$ cat src/rtl/note_store_player_if.sv
// Signal bundle between the record/playback sequencer, the note store/player
// and the audio side.
interface note_store_player_if #(
    parameter int NOTE_W = 3
);
    logic              ld_note;
    logic              ld_play;
    logic [3:0]        note_counter;
    logic [NOTE_W-1:0] note_sel;
    logic              tone_out;
    logic [NOTE_W-1:0] playing_note;
    logic [4:0]        notes_stored;
    logic              mem_full;

    // Sequencer / stimulus side
    modport master (
        output ld_note, ld_play, note_counter, note_sel,
        input  tone_out, playing_note, notes_stored, mem_full
    );

    // Note store / player side
    modport slave (
        input  ld_note, ld_play, note_counter, note_sel,
        output tone_out, playing_note, notes_stored, mem_full
    );
endinterface

$ cat src/rtl/note_store_player.sv
// Note store and player: records up to 16 note codes (one per ld_note pulse),
// selects the note to sound (live audition, playback from memory, or rest)
// and generates a square wave whose half period comes from a fixed table.
module note_store_player #(
    parameter int NOTE_W  = 3,
    parameter int CNT_W   = 17,
    parameter int SIM_DIV = 0
) (
    input  logic              clk,
    input  logic              reset,
    note_store_player_if.slave bus
);

    typedef enum logic [1:0] {
        ST_REST,
        ST_RELOAD,
        ST_RUN
    } tone_state_t;

    // Half period in 50 MHz clocks for each note code; code 0 (rest) has none.
    function automatic logic [CNT_W-1:0] half_period(input logic [NOTE_W-1:0] code);
        logic [31:0] hp;
        case (code)
            1:       hp = 32'd95556;
            2:       hp = 32'd85131;
            3:       hp = 32'd75843;
            4:       hp = 32'd71586;
            5:       hp = 32'd63776;
            6:       hp = 32'd56818;
            7:       hp = 32'd50619;
            default: hp = 32'd0;
        endcase
        return CNT_W'(hp >> SIM_DIV);
    endfunction

    logic [NOTE_W-1:0] mem_q [16];
    logic [4:0]        wr_ptr_q;
    logic              ld_note_dly_q;
    logic              wr_en;

    logic [NOTE_W-1:0] playing_note_q, playing_note_d;
    tone_state_t       state_q, state_d;
    logic [CNT_W-1:0]  cnt_q, cnt_d;
    logic              tone_q, tone_d;
    logic [CNT_W-1:0]  reload_val;

    // One write per ld_note rising edge; a full store ignores further pulses.
    assign wr_en = bus.ld_note & ~ld_note_dly_q & ~wr_ptr_q[4];

    // Write path: edge detector, write pointer and the 16-entry note memory.
    // The memory is cleared on reset so unwritten entries read back as rest.
    always_ff @(posedge clk or negedge reset) begin
        if (!reset) begin
            ld_note_dly_q <= 1'b0;
            wr_ptr_q      <= '0;
            for (int i = 0; i < 16; i++) begin
                mem_q[i] <= '0;
            end
        end else begin
            ld_note_dly_q <= bus.ld_note;
            if (wr_en) begin
                mem_q[wr_ptr_q[3:0]] <= bus.note_sel;
                wr_ptr_q             <= wr_ptr_q + 5'd1;
            end
        end
    end

    // Note select and tone-state decode: audition beats playback beats rest;
    // any change of the sounded note forces a reload so the phase restarts low.
    always_comb begin
        playing_note_d = '0;
        if (bus.ld_note) begin
            playing_note_d = bus.note_sel;
        end else if (bus.ld_play) begin
            playing_note_d = mem_q[bus.note_counter];
        end

        state_d = ST_RUN;
        if (playing_note_d == '0) begin
            state_d = ST_REST;
        end else if (playing_note_d != playing_note_q) begin
            state_d = ST_RELOAD;
        end
    end

    assign reload_val = half_period(playing_note_q) - CNT_W'(1);

    // Half-period counter and square-wave output for the current tone state.
    always_comb begin
        cnt_d  = cnt_q;
        tone_d = tone_q;
        case (state_q)
            ST_REST: begin
                cnt_d  = '0;
                tone_d = 1'b0;
            end
            ST_RELOAD: begin
                cnt_d  = reload_val;
                tone_d = 1'b0;
            end
            ST_RUN: begin
                if (cnt_q == '0) begin
                    cnt_d  = reload_val;
                    tone_d = ~tone_q;
                end else begin
                    cnt_d = cnt_q - CNT_W'(1);
                end
            end
            default: begin
                cnt_d  = '0;
                tone_d = 1'b0;
            end
        endcase
    end

    // Playback registers: selected note, tone state, counter and output.
    always_ff @(posedge clk or negedge reset) begin
        if (!reset) begin
            playing_note_q <= '0;
            state_q        <= ST_REST;
            cnt_q          <= '0;
            tone_q         <= 1'b0;
        end else begin
            playing_note_q <= playing_note_d;
            state_q        <= state_d;
            cnt_q          <= cnt_d;
            tone_q         <= tone_d;
        end
    end

    assign bus.tone_out     = tone_q;
    assign bus.playing_note = playing_note_q;
    assign bus.notes_stored = wr_ptr_q;
    assign bus.mem_full     = wr_ptr_q[4];

endmodule

$ cat src/flat_wrapper.sv
// flat-port wrapper written by rule: the top's interface ports become plain ports
module note_store_player_flat 
#(
    parameter int NOTE_W  = 3,
    parameter int CNT_W   = 17,
    parameter int SIM_DIV = 0
)
  (clk, reset, bus_ld_note, bus_ld_play, bus_note_counter, bus_note_sel, bus_tone_out, bus_playing_note, bus_notes_stored, bus_mem_full);
  note_store_player_if #(.NOTE_W(NOTE_W)) bus_i ();
  input  logic clk;
  input  logic reset;
  input wire logic [$bits(bus_i.ld_note)-1:0] bus_ld_note;
  input wire logic [$bits(bus_i.ld_play)-1:0] bus_ld_play;
  input wire logic [$bits(bus_i.note_counter)-1:0] bus_note_counter;
  input wire logic [$bits(bus_i.note_sel)-1:0] bus_note_sel;
  output wire logic [$bits(bus_i.tone_out)-1:0] bus_tone_out;
  output wire logic [$bits(bus_i.playing_note)-1:0] bus_playing_note;
  output wire logic [$bits(bus_i.notes_stored)-1:0] bus_notes_stored;
  output wire logic [$bits(bus_i.mem_full)-1:0] bus_mem_full;
  assign bus_i.ld_note = bus_ld_note;
  assign bus_i.ld_play = bus_ld_play;
  assign bus_i.note_counter = bus_note_counter;
  assign bus_i.note_sel = bus_note_sel;
  assign bus_tone_out = bus_i.tone_out;
  assign bus_playing_note = bus_i.playing_note;
  assign bus_notes_stored = bus_i.notes_stored;
  assign bus_mem_full = bus_i.mem_full;
  note_store_player #(.NOTE_W(NOTE_W), .CNT_W(CNT_W), .SIM_DIV(SIM_DIV)) u_core (.clk(clk), .reset(reset), .bus(bus_i));
endmodule
$ cat config.mk
export PLATFORM = sky130hd
export DESIGN_NAME = note_store_player_flat
export DESIGN_NICKNAME = d
export VERILOG_FILES = /design/src/rtl/note_store_player_if.sv /design/src/rtl/note_store_player.sv /design/src/flat_wrapper.sv
export SDC_FILE = /design/constraint.sdc
export NUM_CORES = 1
export LEC_CHECK = 0
export ABC_AREA = 1
export CORE_MARGIN = 2
export CORE_UTILIZATION = 64
export DETAILED_ROUTE_END_ITERATION = 8
export DONT_BUFFER_PORTS = 1
export PLACE_DENSITY = 0.8
export SETUP_SLACK_MARGIN = 0.15
export SLEW_MARGIN = 20
export SYNTH_ARGS = -nofsm -noshare
export SYNTH_HDL_FRONTEND = slang
export SYNTH_SLANG_ARGS = --single-unit
$ cat constraint.sdc
create_clock -name clk -period 2.1 [get_ports clk]
set_input_delay 0.315 -clock clk [delete_from_list [all_inputs] [get_ports clk]]
set_output_delay 0.315 -clock clk [all_outputs]
set_load 0.01 [all_outputs]
# --- Word level (Yosys, flattened, before mapping) ---
# Index checks and enable logic that the tools add are counted.
totals:
  reg_bits: 77
  in_bits: 11
  out_inout_bits: 10
  wordCells: 64
classes:
  n_addsub: 3
  n_lt_le_gt_ge: 3
  eq_ne: 11
  n_mux: 15
  n_bitwise: 7
  reduce_logical: 3
ops:
  columns: ["op", "n"]
  rows:
  - ["17-bit case mux with 7 select lines", 1]
  - ["48-bit bitwise mux", 1]
  - ["17-bit case mux with 2 select lines", 1]
  - ["17-bit by 1-bit subtractor with 17-bit output (second input constant)", 2]
  - ["17-bit zero test", 1]
  - ["17-bit two-way mux", 1]
  - ["3-bit two-way mux", 5]
  - ["3-bit binary-select mux with 4-bit select", 1]
  - ["3-bit demux with 4-bit select", 1]
  - ["3-bit equality test (second input constant)", 4]
  - ["5-bit greater-or-equal comparator (second input constant)", 2]
  - ["4-bit NOT with 5-bit output", 2]
  - ["3-bit by 2-bit equality test with 1-bit output (second input constant)", 2]
  - ["5-bit by 1-bit adder with 5-bit output (second input constant)", 1]
  - ["5-bit by 1-bit less-than comparator with 1-bit output (second input constant)", 1]
  - ["2-bit two-way mux", 2]
  - ["3-bit by 1-bit equality test with 1-bit output (second input constant)", 1]
  - ["3-bit zero test", 1]
  - ["3-bit != test", 1]
  - ["1-bit NOT", 3]
  - ["1-bit bitwise AND", 2]
  - ["2-bit by 1-bit equality test with 1-bit output (second input constant)", 1]
  - ["2-bit equality test (second input constant)", 1]
  - ["1-bit two-way mux", 2]
  - ["other kinds (2)", 2]

# --- Logic depth before layout (Yosys ltp) ---
depth:
  depth_word: 9
  ltp_mapped: 16
  ltp_nobuf: 14

# --- Worst setup path before layout ---
# Ideal clock, no wire load.
synth_path:
  kind: "register to register"
  startpoint: "register u_core.playing_note_q[2] (netlist: u_core.bus.playing_note[2])"
  endpoint: "register u_core.cnt_q[10]"
  setup_ns: 0.136
  arrival_ns: 1.772
  required_time_ns: 1.964
  setup_slack_ns: 0.191
  stages_incl_launch_ff: 13
  period_less_slack_ns: 1.909
  cell_sequence: "dfrtp_1 > buf_2 > inv_1 > nor2_1 > inv_1 > nand2_1 > ha_1 > nand3_1 > nand3_1 > o21ai_0 > o21ai_0 > o211ai_1 > a21oi_1"
synth_via:
  elab_chain_cells: 5
  word_cells_on_any_way: 11
  cone_classes: "add/sub (1); eq/ne (7); mux (3)"
synth_lines:
  columns: ["item", "line_no", "text"]
  rows:
  - ["start: declaration", "note_store_player.sv:41", "logic [NOTE_W-1:0] playing_note_q, playing_note_d;"]
  - ["start signal: assignment", "note_store_player.sv:124", "playing_note_q <= playing_note_d;"]
  - ["3-bit equality test (tied with other cells)", "note_store_player.sv:23", "case (code)"]
  - ["17-bit case mux with 7 select lines (*)", "note_store_player.sv:23", null]
  - ["17-bit by 1-bit subtractor with 17-bit output (*)", "note_store_player.sv:86", "assign reload_val = half_period(playing_note_q) - CNT_W'(1);"]
  - ["17-bit two-way mux", "note_store_player.sv:102", "if (cnt_q == '0) begin"]
  - ["17-bit case mux with 2 select lines (*)", "note_store_player.sv:92", "case (state_q)"]
  - ["named net u_core.cnt_d[10]", "note_store_player.sv:43", "logic [CNT_W-1:0] cnt_q, cnt_d;"]
  - ["end signal: assignment", "note_store_player.sv:126", "cnt_q <= cnt_d;"]
  - ["end: declaration", "note_store_player.sv:43", null]
# Mark *: on every way through the listed nets, which the timed path passes. The rest lies on a longest branch.
# A chain may end at the register's enable or synchronous reset.

# --- Final worst setup path ---
layout_path:
  startpoint: "register u_core.cnt_q[10]"
  endpoint: "register u_core.cnt_q[14]"
layout_via:
  elab_chain_cells: 3
  word_cells_on_any_way: 4
  cone_classes: "add/sub (1); mux (2); reduce/logical (1)"
layout_lines:
  columns: ["item", "line_no"]
  rows:
  - ["17-bit by 1-bit subtractor with 17-bit output / 17-bit zero test (equally long branches)", "note_store_player.sv:106, note_store_player.sv:102"]
  - ["17-bit two-way mux (*)", "note_store_player.sv:102"]
  - ["17-bit case mux with 2 select lines (*)", "note_store_player.sv:92"]
  - ["named net u_core.cnt_d[14]", "note_store_player.sv:43"]
# Marked as above.

==> metrics.txt <==
cells along the critical path=nor2_1 > nand2_1 > nor2_2 > nand3_2 > o2111ai_1 > a21oi_1; H-Tree Depth=3; main combinational cell family by area after synthesis=simple AND/OR/NAND/NOR gates; crit path buf inv count=0; first-pass GRT wire length=16.6 mm; total number of vias=3836; # setup viols final=0; ANT nets after route=0; GRT Residual Overflow=0; Async SR Flop Fraction=100%; HPWL after DPL=6.91 mm; Total Wirelength=10.2 mm; maximum vdd ir drop=0.000582 V; TritonCTS buffer count=9; Synth Area in Simple Gates=28.3%; Hold Crit Class=in2async; nets=607; ant diodes=0; status=finished with violations; RSZ-0062 raised after global routing=true; leading area contributor after synthesis=dfrtp_1; DIE HEIGHT=86.6 µm; Port Buffers=0; fraction of layout cells with a size suffix above 1=5.92%; Seq/Total Area, Yosys=44.2%; all-layer global routing usage=28.9%; GP Congestion=0.860; synth unique cells=31; clk buf depth=2; pre-CTS WS=0.305 ns; Synth Area in Compound Gates=12.6%; Seq cells post-synth=77; Crit path max-delay family=simple AND/OR/NAND/NOR gates; Hold WS=-0.365 ns; Lkg Pwr=2.25 nW; clk sinks=77; kind of critical path=reg2reg; vias in the first global route=3469; ranking of synthesized cells by area=dfrtp_1 (44%), nand2_1 (15%), inv_1 (7.1%); core area=6680 µm²; highest-delay cell along the critical path=dfrtp_1; syn_area_per_cell=7.36 µm²; clock root buffer=clkbuf_8; clock skew=0.00935 ns; Final Hold Viols=77; FP Rows=30; # DRC=0; CTS tree=done; vias per inst=5.72; Initial DRC Count=401; Worst-Margin Slew=0.671 ns; Critical Path AT=2.09 ns; CP Launch Type=flop; Final Cycle Share=89.2%; crit-path max FO=14; Layout Cells excl Fill=671; Wirelength per Cell=15.2 µm; Syn Nets=612; FMAX=534 MHz; Cell Area, Synth=4360 µm²; Sum Neg Setup Slack=0 ns; top cell type's share of synthesized area=44.2%; Worst-Skew Late Latency=0.36 ns; cells after synthesis=593; Max Slew Vio Count=0; final setup margin=0.228 ns; Cells after DPL=655; Core Util, Final=68.1%; P&R area growth vs syn=4.27%; Synth Flop Type=dfrtp_1; Post-Synth XOR/XNOR Area=2.21%; drt pass-1 iters=5; max_slew headroom=55.3%; Final min period=1.87 ns; Die Wd=86.6 µm; number of flops mapped to enable cells by yosys=0; post-synthesis adder-cell area fraction=2.29%; WP data required=2.32 ns; failing checks=negative hold slack; largest net degree at the start of global routing=78; initial antenna violation count=0; Initial Util=65.3%; crit-path max cell delay=0.42 ns; DIE AREA=7490 µm²; Setup crit end kind=flop; Max Cap Viol=0; Reg clk slew, reported paths=0.08 ns; Synth Warn #=0; proportion of synthesized area in mux cells=0%; hold buffers post-CTS=1; # IOs=21; Cell Pwr Density=754 nW/µm²
-- final timing paths --
path,startpoint,to,slack [ns],cells after the start
setup / recovery,u_core.cnt_q[10]$_DFF_PN0_,u_core.cnt_q[14]$_DFF_PN0_,0.23,6
hold / removal,reset,u_core.mem_q[32]$_DFFE_PN0P_,-0.36,0
setup reg to reg,u_core.cnt_q[10]$_DFF_PN0_,u_core.cnt_q[14]$_DFF_PN0_,0.23,6
hold reg to reg,u_core.mem_q[41]$_DFFE_PN0P_,u_core.mem_q[41]$_DFFE_PN0P_,0.49,2
max in group asynchronous,reset,u_core.cnt_q[11]$_DFF_PN0_,2.35,0
min in group clk,bus_note_sel[1],u_core.mem_q[16]$_DFFE_PN0P_,0.07,2
-- stage by stage --
step	total power, mW	instance area (µm²)
floorplan	2.29	4360
global placement	2.41	4360
detailed placement	2.44	4360
CTS	3.40	4530
global route	3.60	4550
finish	3.43	4550
-- layout make-up --
class / instances / area (µm²)
flip-flops and latches: 77 / 1930
clock inverters: 1 / 8.76
fillers: 566 / 2130
multi-input cells: 410 / 2000
well taps: 80 / 100
inverters: 85 / 322
repair buffers: 5 / 40.0
clock buffers: 13 / 149
-- flip-flops by register name, summed over array words and instances (netlist names) --
name	flops
u_core.mem_q	48
u_core.bus.tone_out	1
u_core.state_q	2
u_core.bus.playing_note	3
u_core.bus.notes_stored	5
u_core.ld_note_dly_q	1
u_core.cnt_q	17
-- layer usage --
metal	wire length [µm]	track usage, %	up-vias
li1	-	-	1873
met1	4850	42.4	1810
met2	4470	42.7	136
met3	707	5.81	17
met4	184	10.7	0
met5	0	0	-
-- repair_timing --
action,4_1_cts,5_1_grt
setup endpoints to repair,0,5
resized for setup,0,4
setup buffers,0,0
endpoints found under the hold margin,78,77
-- cells in the final DEF, fill, tap and decap left out, drive strengths merged --
cell type and count:
nand2 179, or2 4, clkinv 2, dfrtp 77, o31ai 1, ha 8, nor2 46, buf 4
xnor2 5, inv 84, o211ai 16, o21ai 61, nor3 2, dlygate4sd3 1, o2111ai 3, a21oi 18
nand4 4, xor2 6, and2 1, nand3 55, nand3b 1, clkbuf 13
-- report_power, final --
group          internal (mW)  total (mW)  switching (mW)  leakage (nW)
clock                  0.452       0.973           0.521        0.0796
combinational          0.282       0.826           0.544          1.30
sequential              1.56        1.63          0.0695         0.879
-- kinds of logic after synthesis --
| family | Yosys count |
|---|---|
| buffers and inverters | 107 |
| AO/OA/AOI/OAI | 99 |
| XOR/XNOR | 11 |
| AND/OR/NAND/NOR | 291 |
| flip-flops | 77 |
| adder cells (fa/ha/maj) | 8 |
-- synthesized netlist by cell type (2+ instances only) --
library cell and number:
buf_1 2, a21oi_1 18, nor2_1 43, o211ai_1 16, o21ai_0 60, nand2_2 5
o2111ai_1 3, xnor2_1 5, clkbuf_1 8, nand2_1 174, dfrtp_1 77, nor2_4 2
xor2_1 6, buf_2 6, nand4_1 4, ha_1 8, inv_1 83, nand3_1 53
buf_6 5, or2_2 4
Note: power is estimated with default switching activity, not from simulation.
